**config.mk**
```make
export PLATFORM = sky130hd
export DESIGN_NAME = execute_unit
export DESIGN_NICKNAME = d
export VERILOG_FILES = /design/src/rtl/tinychip_pkg.sv /design/src/rtl/execute_unit_seq_multiplier.sv /design/src/rtl/execute_unit.sv
export SDC_FILE = /design/constraint.sdc
export NUM_CORES = 1
export LEC_CHECK = 0
export CORE_ASPECT_RATIO = 1.2
export CORE_UTILIZATION = 50
export DETAILED_ROUTE_END_ITERATION = 8
export DONT_BUFFER_PORTS = 1
export GPL_TIMING_DRIVEN = 0
export HOLD_SLACK_MARGIN = 0.06
export PLACE_DENSITY = 0.63
export RECOVER_POWER = 100
export SYNTH_ARGS = -nofsm -noshare
export SYNTH_HDL_FRONTEND = slang
export SYNTH_SLANG_ARGS = --single-unit
```
**constraint.sdc**
```tcl
create_clock -name clk -period 3.59 [get_ports clk]
set_input_delay 0.1795 -clock clk [delete_from_list [all_inputs] [get_ports clk]]
set_output_delay 0.1795 -clock clk [all_outputs]
set_load 0.02 [all_outputs]
```
**src/rtl/tinychip_pkg.sv**
```systemverilog
// Shared widths, opcode encodings and execute-stage state type for the tinychip datapath.
package tinychip_pkg;

  localparam int DATA_W     = 16;
  localparam int REG_ADDR_W = 2;

  typedef enum logic [2:0] {
    OP_ADD = 3'b000,
    OP_SUB = 3'b001,
    OP_AND = 3'b010,
    OP_OR  = 3'b011,
    OP_XOR = 3'b100,
    OP_SHL = 3'b101,
    OP_SHR = 3'b110,
    OP_MUL = 3'b111
  } op_e;

  typedef enum logic {
    IDLE = 1'b0,
    MUL  = 1'b1
  } exec_state_e;

endpackage

```
**src/rtl/execute_unit_seq_multiplier.sv**
```systemverilog
// Shift-add unsigned multiplier, one multiplier bit per cycle, low DATA_W product bits.
module seq_multiplier
  import tinychip_pkg::*;
#(
  parameter int DATA_W = tinychip_pkg::DATA_W
) (
  input  logic              clk,
  input  logic              reset,
  input  logic              start,
  input  logic [DATA_W-1:0] a,
  input  logic [DATA_W-1:0] b,
  output logic              done,
  output logic [DATA_W-1:0] product
);

  localparam int CNT_W = $clog2(DATA_W);

  logic [DATA_W-1:0] mcand;
  logic [DATA_W-1:0] mplier;
  logic [DATA_W-1:0] acc;
  logic [DATA_W-1:0] acc_next;
  logic [CNT_W-1:0]  cnt;
  logic              running;

  assign acc_next = mplier[0] ? acc + mcand : acc;

  // done/product are combinational so the caller can register the result on the final iteration edge
  assign done    = running && (cnt == CNT_W'(DATA_W - 1));
  assign product = acc_next;

  always_ff @(posedge clk or negedge reset) begin
    if (!reset) begin
      mcand   <= '0;
      mplier  <= '0;
      acc     <= '0;
      cnt     <= '0;
      running <= 1'b0;
    end else if (start) begin
      mcand   <= a;
      mplier  <= b;
      acc     <= '0;
      cnt     <= '0;
      running <= 1'b1;
    end else if (running) begin
      acc    <= acc_next;
      mcand  <= mcand << 1;
      mplier <= mplier >> 1;
      cnt    <= cnt + CNT_W'(1);
      if (done) begin
        running <= 1'b0;
      end
    end
  end

endmodule

```
**src/rtl/execute_unit.sv**
```systemverilog
// Execute stage: single-cycle ALU ops plus iterative multiply, driving register_file writeback.
module execute_unit
  import tinychip_pkg::*;
#(
  parameter int DATA_W     = tinychip_pkg::DATA_W,
  parameter int REG_ADDR_W = tinychip_pkg::REG_ADDR_W
) (
  input  logic                  clk,
  input  logic                  reset,
  input  logic                  in_valid,
  output logic                  in_ready,
  input  logic [2:0]            op,
  input  logic [REG_ADDR_W-1:0] dest,
  input  logic [DATA_W-1:0]     data1,
  input  logic [DATA_W-1:0]     data2,
  output logic                  wb_write,
  output logic [REG_ADDR_W-1:0] wb_dest,
  output logic [DATA_W-1:0]     wb_data,
  output logic                  zero_flag,
  output logic                  carry_flag,
  output logic                  busy
);

  localparam int SH_W = $clog2(DATA_W);

  exec_state_e           state;
  op_e                   op_q;
  logic                  accept;
  logic                  mul_start;
  logic                  mul_done;
  logic [DATA_W-1:0]     mul_product;
  logic [REG_ADDR_W-1:0] pend_dest;
  logic [DATA_W:0]       sum;
  logic [DATA_W-1:0]     alu_res;
  logic                  alu_carry;

  assign op_q      = op_e'(op);
  assign in_ready  = (state == IDLE);
  assign busy      = (state == MUL);
  assign accept    = in_valid && in_ready;
  assign mul_start = accept && (op_q == OP_MUL);

  always_comb begin
    alu_res   = '0;
    alu_carry = 1'b0;
    sum       = {1'b0, data1} + {1'b0, data2};
    case (op_q)
      OP_ADD: begin
        alu_res   = sum[DATA_W-1:0];
        alu_carry = sum[DATA_W];
      end
      OP_SUB: begin
        alu_res   = data1 - data2;
        alu_carry = (data1 < data2);
      end
      OP_AND:  alu_res = data1 & data2;
      OP_OR:   alu_res = data1 | data2;
      OP_XOR:  alu_res = data1 ^ data2;
      OP_SHL:  alu_res = data1 << data2[SH_W-1:0];
      OP_SHR:  alu_res = data1 >> data2[SH_W-1:0];
      OP_MUL:  alu_res = '0;
      default: alu_res = '0;
    endcase
  end

  seq_multiplier #(
    .DATA_W(DATA_W)
  ) u_mul (
    .clk    (clk),
    .reset  (reset),
    .start  (mul_start),
    .a      (data1),
    .b      (data2),
    .done   (mul_done),
    .product(mul_product)
  );

  always_ff @(posedge clk or negedge reset) begin
    if (!reset) begin
      state      <= IDLE;
      pend_dest  <= '0;
      wb_write   <= 1'b0;
      wb_dest    <= '0;
      wb_data    <= '0;
      zero_flag  <= 1'b0;
      carry_flag <= 1'b0;
    end else begin
      wb_write <= 1'b0;
      case (state)
        IDLE: begin
          if (accept) begin
            if (op_q == OP_MUL) begin
              pend_dest <= dest;
              state     <= MUL;
            end else begin
              wb_write   <= 1'b1;
              wb_dest    <= dest;
              wb_data    <= alu_res;
              zero_flag  <= (alu_res == '0);
              carry_flag <= alu_carry;
            end
          end
        end
        MUL: begin
          if (mul_done) begin
            wb_write   <= 1'b1;
            wb_dest    <= pend_dest;
            wb_data    <= mul_product;
            zero_flag  <= (mul_product == '0);
            carry_flag <= 1'b0;
            state      <= IDLE;
          end
        end
        default: state <= IDLE;
      endcase
    end
  end

endmodule

```
* Word level (Yosys, flattened, before mapping)
Index checks and enable logic that the tools add are counted.
** Storage, ports and cells
- Register bits after elaboration :: 77
- Output and inout bits :: 23
- Word-level logic and storage cells :: 80
** Operators by class
- Add/subtract/negate cells :: 4
- Order comparisons :: 1
- Equal/unequal tests :: 11
- Shifts and indexed selects :: 2
- Muxes and demuxes :: 37
- Bitwise operators :: 4
- Reduce and logical (&&, ||, !) cells :: 9
** Operator list (number)
- 16-bit two-way mux :: 10
- 16-bit one-hot mux with 8 select lines :: 1
- 16-bit logical NOT :: 2
- 16-bit one-hot mux with 2 select lines :: 1
- 16-bit by 16-bit adder with 17-bit output :: 1
- 16-bit adder :: 1
- 16-bit AND :: 1
- 16-bit less-than comparator :: 1
- 16-bit bitwise OR :: 1
- 16-bit by 4-bit << shifter with 16-bit output :: 1
- 16-bit by 4-bit >> shifter with 16-bit output :: 1
- 16-bit subtractor :: 1
- 16-bit XOR :: 1
- 1-bit two-way mux :: 14
- 3-bit == test (second input constant) :: 4
- 1-bit one-hot mux with 2 select lines :: 5
- 4-bit two-way mux :: 2
- 3-bit by 2-bit == test with 1-bit output (second input constant) :: 2
- 2-bit two-way mux :: 3
- 3-bit AND reduction :: 2
- 4-bit by 1-bit adder with 4-bit output (second input constant) :: 1
- 4-bit == test (second input constant) :: 1
- 2-bit by 1-bit != test with 1-bit output (second input constant) :: 2
- 2-bit one-hot mux with 2 select lines :: 1
- 6 further kinds :: 8

* Longest topological paths before layout
Gate-level depths: netlist of run 1.
- Depth after elaboration :: 6
- Depth in mapped cells :: 15

* Cells and area by module
Synthesis of run 1 repeated with hierarchy kept, for this count alone.
** Second synthesis, totals
- Cells, all modules :: 1040
- Area total of the unflattened synthesis :: 8567.0 sq um
** Modules (own cells, without submodules)
- execute_unit :: times used 1, cells each 685, area an instance 5231.3 sq um
- seq_multiplier :: times used 1, cells each 355, area an instance 3335.7 sq um

* Worst setup path after synthesis of run 1
No wires, ideal clock.
- Path type :: input-to-reg
- From :: in data2[2]
- To :: reg zero_flag
- Setup time :: 0.132 ns
- Arrival :: 2.783 ns
- Slack :: 0.675 ns
- Stages :: 15
- Buffers on the path :: 3
- Cell sequence :: buf_2 -> clkinv_1 -> buf_2 -> ha_1 -> buf_2 -> nor3_1 -> o311ai_0 -> o211ai_1 -> o31ai_1 -> a21oi_1 -> or4_1 -> nand3_1 -> nor4_1 -> nand3_1 -> o211ai_2
** Between the ends
- Longest elaborated chain between the ends :: 6
- Elaborated cells between the ends (all ways) :: 12
** RTL lines
- start: declaration :: line execute_unit.sv:15 : input logic [DATA_W-1:0] data2,
- 16-bit subtractor (tied with other cells) :: line execute_unit.sv:53 : alu_res = data1 - data2;
- 16-bit one-hot mux with 8 select lines (*) :: line execute_unit.sv:47 : case (op_q)
- 16-bit logical NOT (*) :: line execute_unit.sv:99 : zero_flag <= (alu_res == '0);
- 1-bit two-way mux (*) :: line execute_unit.sv:92 : if (op_q == OP_MUL) begin
- 1-bit two-way mux (*) :: line execute_unit.sv:91 : if (accept) begin
- 1-bit one-hot mux with 2 select lines (*) :: line execute_unit.sv:89 : case (state)
- end signal: assignment :: line execute_unit.sv:99
- end signal: assignment :: line execute_unit.sv:109 : zero_flag <= (mul_product == '0);
- end: declaration :: line execute_unit.sv:19 : output logic zero_flag,
Every way passes the cells marked *; elsewhere a longest branch is shown, timed or not. The select of a mux whose other input is x is not followed.
A chain may end at the register's enable or synchronous reset.

* Final worst setup path of run 1
Same ends and word-level chain as after synthesis.

==> out/qor.txt, run 1 <==
post-synthesis sequential element count -> 77
total CTS buffers -> 9
area of the core region -> 15,600 sq um
overall routed net length -> 29.7 mm
Synth Area per Inst -> 8.03 sq um
setup slack on the worst flop-to-flop path -> 420 ps
total global routing track utilization -> 37.5%
Initial Utilization -> 51.1%
library cell with the highest instance count after synthesis -> sky130_fd_sc_hd__nand2_1
Iter 0 DRT Violations -> 623
actual transition at the worst max-transition pin -> 1970 ps
clock tree from TritonCTS -> done
number of antenna violations at the first check in global routing -> 0
startpoint of the most critical register-to-register path -> u_mul.acc[0]
most repeated library cell on the critical path -> sky130_fd_sc_hd__buf_2
Register-to-Register Path Depth -> 12
pwr dens -> 277 nW/um^2
cell family contributing the most delay on the critical path -> simple AND/OR/NAND/NOR gates
total power -> 2450 uW
Layout Skew -> 9.55 ps
dpl hpwl -> 23.3 mm
n_diodes -> 0
cell taking the most area after synthesis -> sky130_fd_sc_hd__dfrtp_1
type of the tightest min-delay check -> input pin to flop
buffering stage count on the worst path with inverters included -> 5
clock net sink count -> 77
Die Height -> 140 um
CTS HTree Levels -> 3
CTS root buffer -> sky130_fd_sc_hd__clkbuf_16
Reg clk slew, reported paths -> 70 ps
max capacitance violation total -> 1
cell area after technology mapping -> 7960 sq um
area overhead of the layout relative to synthesis -> 11.1%
global-route congestion overflow total -> 0
reg2reg end -> zero_flag
Die Wd -> 117 um
Hold Crit Start -> in_valid
Worst Path Class, Setup -> input pin to flop
area share of the leading cell type in the synthesized netlist -> 24.2%
Synth area leaders -> sky130_fd_sc_hd__dfrtp_1 24%, sky130_fd_sc_hd__ha_1 10%, sky130_fd_sc_hd__mux2i_1 9.6%, sky130_fd_sc_hd__o21ai_0 5.2%, sky130_fd_sc_hd__nand2_1 4.9%
max frequency -> 0.288 GHz
Hold Violations, Final -> 0
number of enable flip-flop cells after synthesis -> 0
Hold WS -> 177 ps
maximum buffer depth of the clock tree -> 2
Worst Setup End Kind -> flop
most common flop cell mapped by yosys -> sky130_fd_sc_hd__dfrtp_1
portion of the post-synthesis area used by sequential elements -> 24.2%
placement row count -> 50
master of the slowest instance on the critical path -> sky130_fd_sc_hd__nor4_1
leakage dissipation -> 0.00359 uW
critical path arrival -> 3740 ps
number of design rule violations left after detail routing -> 0
crit path cell chain -> buf_2 > clkinvlp_4 > buf_2 > ha_1 > buf_2 > a21oi_1 > inv_1 > a21oi_1 > xnor2_1 > nor2_1 > nor4_1 > nand4_1 > nor4_2 > nand3_1 > o211ai_1
clock latency reported for the late side of the worst-skew pair -> 350 ps
most frequent cells after synthesis -> 103 x sky130_fd_sc_hd__nand2_1, 83 x sky130_fd_sc_hd__nor2_1, 82 x sky130_fd_sc_hd__o21ai_0
fin util -> 56.8%
via count normalized by instance count -> 6.45
Syn Inst Count -> 991
status -> finished, violations left
nets in the synthesized netlist -> 1,099
delay contributed by the slowest stage of the critical path -> 920 ps
first drt pass iteration count -> 8
wire length of the first global-routing pass -> 45.6 mm
remaining antenna violation count after routing -> 0
violations in the final reports -> max-capacitance violations, max-slew violations
Synth cell types -> 77
count of warnings emitted by yosys -> 0
number of top-level pins -> 63
category of the worst setup path launch point -> input pin
Min Clock Period, post-route -> 3470 ps
Final #Nets -> 1,144
GPL Wtd Cong -> 1.05
maximum vdd drop -> 208 uV
endpoint of the worst hold path -> carry_flag
via count -> 8,061
ratio of cells with drive above 1 in the final layout -> 6.72%
final-report max-slew violation count -> 78
average detailed-routed wire length per instance -> 23.8 um
maximum fanout encountered on the critical timing path -> 11
vias in the first global route -> 7,908
Tcrit/Tclk final -> 96.6%
unrepaired setup endpoints after global routing -> no
Cells on Worst Hold Path -> 2
relative max-transition margin -> -31.7%
maximum number of pins on one net before global-route repair -> 78
FFs w/ async S/R, synth -> 100%
full die area -> 16,400 sq um
total setup buffers inserted after CTS -> 0
final setup violating endpoints -> 0
required time of the critical path -> 3860 ps
count of port buffers added during placement -> 0
stage by stage:
stage | cells | setup slack, ps | instance area, sq um | setup TNS (ps)
finish | 1249 | 122 | 8840 | 0
global route | 1249 | 22.6 | 8840 | 0
CTS | 1249 | 56.5 | 8860 | 0
detailed placement | 1199 | -309 | 8220 | -857
global placement | 1199 | -351 | 8220 | -917
floorplan | 991 | 675 | 7960 | 0
layer usage:
layer / vias up / global-route usage [%] / part of all wire [%]
met3: 109 / 6.45 / 5.4
li1: 3721 / - / -
met1: 3867 / 42.9 / 39
met4: 0 / 22.2 / 6.2
met2: 364 / 64.4 / 49
met5: - / 0 / 0
power breakdown:
group | internal, uW | switching (uW) | total [uW]
clock network | 487 | 429 | 916
logic | 244 | 422 | 666
registers | 867 | 0 | 867
cell usage in the layout, fill, tap and decap left out, types with 12 or more instances in the layout:
cell type / count
sky130_fd_sc_hd__inv_1: 48
sky130_fd_sc_hd__a21oi_1: 60
sky130_fd_sc_hd__dfrtp_1: 77
sky130_fd_sc_hd__nor2_1: 83
sky130_fd_sc_hd__dlygate4sd3_1: 33
sky130_fd_sc_hd__nand2_1: 103
sky130_fd_sc_hd__a22oi_1: 14
sky130_fd_sc_hd__xnor2_1: 18
sky130_fd_sc_hd__o21ai_0: 83
sky130_fd_sc_hd__o211ai_1: 13
sky130_fd_sc_hd__nand3_1: 27
sky130_fd_sc_hd__ha_1: 65
sky130_fd_sc_hd__buf_2: 18
sky130_fd_sc_hd__a211oi_1: 25
sky130_fd_sc_hd__o22ai_1: 15
sky130_fd_sc_hd__nor2b_1: 12
sky130_fd_sc_hd__a21o_1: 14
sky130_fd_sc_hd__clkbuf_1: 41
sky130_fd_sc_hd__nor3_1: 22
sky130_fd_sc_hd__mux2i_1: 76
kinds of logic (layout without fill, tap and decap cells):
logic type | count (synthesis) | after routing | synth area share [%]
AO/OA/AOI/OAI | 307 | 307 | 25.0
AND/OR/NAND/NOR | 298 | 298 | 17.3
buffers and inverters | 116 | 166 | 6.13
multiplexers | 98 | 98 | 13.4
flip-flops | 77 | 77 | 24.2
adder cells (fa/ha/maj) | 68 | 68 | 11.0
XOR/XNOR | 27 | 27 | 2.97
area by class of cell:
cell class / instances / area, sq um
clock buffers: 9 / 225
plain buffers: 65 / 297
flip-flops and latches: 77 / 1930
fillers: 1526 / 6740
repair buffers: 34 / 335
inverters: 51 / 195
clock inverters: 7 / 65.1
well taps: 208 / 260
multi-input cells: 798 / 5540
worst reg2reg max path, stage by stage, from the launching register on:
cell                       delay [ps]
sky130_fd_sc_hd__dfrtp_1          390
sky130_fd_sc_hd__ha_1             230
sky130_fd_sc_hd__fa_1             430
sky130_fd_sc_hd__a211oi_1         390
sky130_fd_sc_hd__o21a_1           200
sky130_fd_sc_hd__o21ai_0          180
sky130_fd_sc_hd__xnor2_1          180
sky130_fd_sc_hd__mux2i_1          280
sky130_fd_sc_hd__nand3_1          120
sky130_fd_sc_hd__nor2_1           140
sky130_fd_sc_hd__and4_1           210
sky130_fd_sc_hd__nand4_1          140
sky130_fd_sc_hd__o211ai_1         190
flip-flops by register name (all words and copies together), names as in the netlist, 2 cells and up:
| signal | cells |
|---|---|
| u_mul.cnt | 4 |
| pend_dest | 2 |
| u_mul.mcand | 16 |
| wb_data | 16 |
| u_mul.mplier | 16 |
| u_mul.acc | 16 |
| wb_dest | 2 |
what timing repair did:
action	CTS	global route
hold buffers	34	0
endpoints found under the hold margin	111	0
setup endpoints to repair	0	4
resized for setup	0	3
worst max path at each step:
stage                   from   endpoint  slack (ps)  depth (start not counted)
floorplan           data2[2]  zero_flag         670                         15
global placement    data2[2]  zero_flag        -350                         15
detailed placement  data2[2]  zero_flag        -310                         15
CTS                 data2[2]  zero_flag          60                         15
global route        data2[1]  zero_flag          20                         13
finish              data2[2]  zero_flag         120                         15
(Power assumes the default switching activity.)
==> run 2: changes to the inputs <==
- ABC_AREA: unset -> 1
- CORE_MARGIN: unset -> 4
- MAX_ROUTING_LAYER: unset -> met4
==> run 2 against run 1 <==
  * The run still ends with max-capacitance violations, max-slew violations left
  * Combinational power grew to 3.0 times the previous value
  * Design area grew 3.3%
  * Sequential power grew 41%
  * Via count grew 15%
  * Synthesized area grew 7.3%
  * Utilization shrank 2.6 points
  * Sequential share of layout area shrank 0.69 points
  * Die area grew 17%
==> out/qor.txt, run 2 <==
status -> finished, violations left
violations in the final reports -> max-capacitance violations, max-slew violations
dpl hpwl -> 26.1 mm (+12%)
clock latency reported for the late side of the worst-skew pair -> 340 ps (about the same)
Final #Nets -> 1,527 (+33%)
portion of the post-synthesis area used by sequential elements -> 22.6% (-1.7 points)
most common flop cell mapped by yosys -> sky130_fd_sc_hd__dfrtp_1
share of power burned in the clock network -> 20.6% (-17 points)
area share of the leading cell type in the synthesized netlist -> 22.6% (-1.7 points)
sequential cell fraction of total power -> 29.9% (-5.5 points)
nets in the synthesized netlist -> 1,507 (+37%)
critical path arrival -> 3250 ps (-490 ps)
unrepaired setup endpoints after global routing -> no
type of the tightest min-delay check -> input pin to flop
area overhead of the layout relative to synthesis -> 6.92%
crit path cell chain -> clkbuf_1 > nor2_1 > nand2_1 > inv_1 > nor2_1 > clkbuf_1 > nand2_1 > o211ai_1
Layout Skew -> 9.35 ps (-0.203 ps)
Die Wd -> 127 um (+8.7%)
Initial Utilization -> 50.7% (-0.40 points)
internal power consumption -> 2190 uW (+37%)
FFs w/ async S/R, synth -> 100% (unchanged)
Hold Violations, Final -> 0 (unchanged)
delay contributed by the slowest stage of the critical path -> 610 ps (-310 ps)
CTS HTree Levels -> 3 (unchanged)
Final Non-Filler Cells -> 1,641 (+31%)
category of the worst setup path launch point -> flop
number of antenna violations at the first check in global routing -> 1 (+1)
buffering stage count on the worst path with inverters included -> 3 (-2)
library cell with the highest instance count after synthesis -> sky130_fd_sc_hd__nand2_1
Reg clk slew, reported paths -> 60 ps (about the same)
final-layout setup total negative slack -> 0 ps (unchanged)
global-route congestion overflow total -> 0 (unchanged)
first drt pass iteration count -> 5 (-3)
area of the core region -> 16,900 sq um (+8.2%)
max capacitance violation total -> 1 (unchanged)
DP Cell Count -> 1,615 (+35%)
final setup violating endpoints -> 0 (unchanged)
cell family contributing the most delay on the critical path -> simple AND/OR/NAND/NOR gates
Net Sw Frac -> 46.3% (+12 points)
most frequent cells after synthesis -> 461 x sky130_fd_sc_hd__nand2_1, 190 x sky130_fd_sc_hd__nand3_1, 152 x sky130_fd_sc_hd__inv_1
Worst Setup End Kind -> flop
cell taking the most area after synthesis -> sky130_fd_sc_hd__dfrtp_1
max frequency -> 0.334 GHz (+16%)
pre-CTS setup slack -> 637 ps (+946 ps)
final-report max-slew violation count -> 78 (unchanged)
Synth cell types -> 50 (-35%)
leakage dissipation -> 0.00485 uW (+35%)
cell area after technology mapping -> 8540 sq um (+7.3%)
setup slack on the worst flop-to-flop path -> 600 ps (+180 ps)
number of enable flip-flop cells after synthesis -> 0 (unchanged)
count of warnings emitted by yosys -> 0 (unchanged)
Tcrit/Tclk final -> 83.4% (-13 points)
wire length of the first global-routing pass -> 49.1 mm (+7.6%)
via count -> 9,308 (+15%)
overall routed net length -> 32.1 mm (+7.8%)
Syn Inst Count -> 1,399 (+41%)
switching power summed over all nets -> 1880 uW (+120%)
vias in the first global route -> 8,760 (+11%)
CTS root buffer -> sky130_fd_sc_hd__clkbuf_16
ratio of cells with drive above 1 in the final layout -> 6.67% (-0.053 points)
Final Worst Setup Slack -> 597 ps (+475 ps)
count of port buffers added during placement -> 0 (unchanged)
via count normalized by instance count -> 5.67 (-12%)
clock tree from TritonCTS -> done
pwr dens -> 446 nW/um^2 (+61%)
placement row count -> 52 (+4.0%)
maximum buffer depth of the clock tree -> 2 (unchanged)
average detailed-routed wire length per instance -> 19.5 um (-18%)
Worst Path Class, Setup -> flop to flop
maximum fanout encountered on the critical timing path -> 10 (-1)
master of the slowest instance on the critical path -> sky130_fd_sc_hd__nor2_1
Die Height -> 151 um (+7.8%)
required time of the critical path -> 3840 ps (-20 ps)
commonest cells after routing, fill and taps aside -> 461 x sky130_fd_sc_hd__nand2_1, 190 x sky130_fd_sc_hd__nand3_1, 153 x sky130_fd_sc_hd__inv_1
GPL Wtd Cong -> 0.989 (-5.8%)
Synth area leaders -> sky130_fd_sc_hd__dfrtp_1 23%, sky130_fd_sc_hd__nand2_1 20%, sky130_fd_sc_hd__nand3_1 11%, sky130_fd_sc_hd__ha_1 9.5%, sky130_fd_sc_hd__inv_1 6.7%
relative max-transition margin -> -28.4% (+3.3 points)
Min Clock Period, post-route -> 2990 ps (-475 ps)
Synth Area per Inst -> 6.10 sq um (-24%)
maximum number of pins on one net before global-route repair -> 78 (unchanged)
number of top-level pins -> 63 (unchanged)
post-synthesis sequential element count -> 77 (unchanged)
actual transition at the worst max-transition pin -> 1930 ps (-49.0 ps)
full die area -> 19,200 sq um (+17%)
most common library cell in the layout ignoring fill and taps -> sky130_fd_sc_hd__nand2_1
Iter 0 DRT Violations -> 798 (+28%)
total global routing track utilization -> 34.4% (-3.1 points)
total CTS buffers -> 9 (unchanged)
quantity of gates resized following cts -> 0 (unchanged)
number of design rule violations left after detail routing -> 0 (unchanged)
remaining antenna violation count after routing -> 0 (unchanged)
maximum vdd drop -> 271 uV (+30%)
total power -> 4070 uW (+66%)
clock net sink count -> 77 (unchanged)
share of power burned in combinational logic -> 49.5% (+22 points)
## run 2: cell types whose count changed in the layout (fill, tap and decap cells not counted), moves of 18 or more
cell / delta
sky130_fd_sc_hd__nand2_1: +358
sky130_fd_sc_hd__nand3_1: +163
sky130_fd_sc_hd__inv_1: +105
sky130_fd_sc_hd__mux2i_1: -76
sky130_fd_sc_hd__nor2_1: +55
sky130_fd_sc_hd__o21ai_0: -39
sky130_fd_sc_hd__a211oi_1: -25
sky130_fd_sc_hd__dlygate4sd3_1: -25
sky130_fd_sc_hd__clkbuf_1: -21
sky130_fd_sc_hd__xnor2_1: -18
## run 2: logic make-up (layout without fill, tap and decap cells)
family | Yosys count | after routing | synth area share, %
simple gates | 856 | 856 | 43.5
buf+inv | 220 | 245 | 10.9
compound gates | 174 | 174 | 12.3
flops | 77 | 77 | 22.6
fa+ha+maj | 68 | 68 | 10.2
xor+xnor | 3 | 3 | 0.308
mux | 1 | 1 | 0.132
other cells | 0 | 1 | 0
## run 2: worst paths after layout
| path | startpoint | end | cells past startpoint |
|---|---|---|---|
| min | data2[14] | u_mul.mplier[14] | 2 |
| max | busy | u_mul.mplier[14] | 8 |
| min reg2reg | pend_dest[1] | pend_dest[1] | 2 |
| max reg2reg | busy | u_mul.mplier[14] | 8 |
| min in group asynchronous | reset | u_mul.acc[12] | 2 |
| max in group asynchronous | reset | zero_flag | 2 |
## run 2: per-layer routing
layer,global-route usage (%),share of wire (%)
met1,39.9,39
met2,56.7,48
met3,4.44,6.0
met4,20.9,6.8
met5,-,0
## run 2: power groups by stage
stage / Clock, uW / Combinational [uW] / Sequential, uW
after floorplan: 0 / 1460 / 1180
after global placement: 0 / 1940 / 1220
after detailed placement: 0 / 1970 / 1230
after CTS: 844 / 2010 / 1210
after global routing: 876 / 2270 / 1240
final: 839 / 2010 / 1220
## run 2: metrics by stage
stage               hold WS, ps  instance area (sq um)  utilization [%]
finish                     73.5                   9130             54.2
global route               81.8                   9130             54.2
CTS                        66.6                   9190             54.5
detailed placement         -114                   8810             52.3
global placement           -114                   8810             52.3
floorplan                  -116                   8540                -
## run 2: timing repair
| item | in CTS | in global routing |
|---|---|---|
| setup buffers | 0 | 0 |
| hold buffers | 9 | 0 |
| endpoints found under the hold margin | 86 | 0 |
## run 2: final cells by class
class	instances	area (sq um)
diodes	1	2.50
multi-input cells	1102	5660
clock buffers	10	229
flip-flops and latches	77	1930
clock inverters	6	40.0
inverters	169	643
plain buffers	51	274
fillers	1827	7720
repair buffers	9	85.1
well taps	216	270
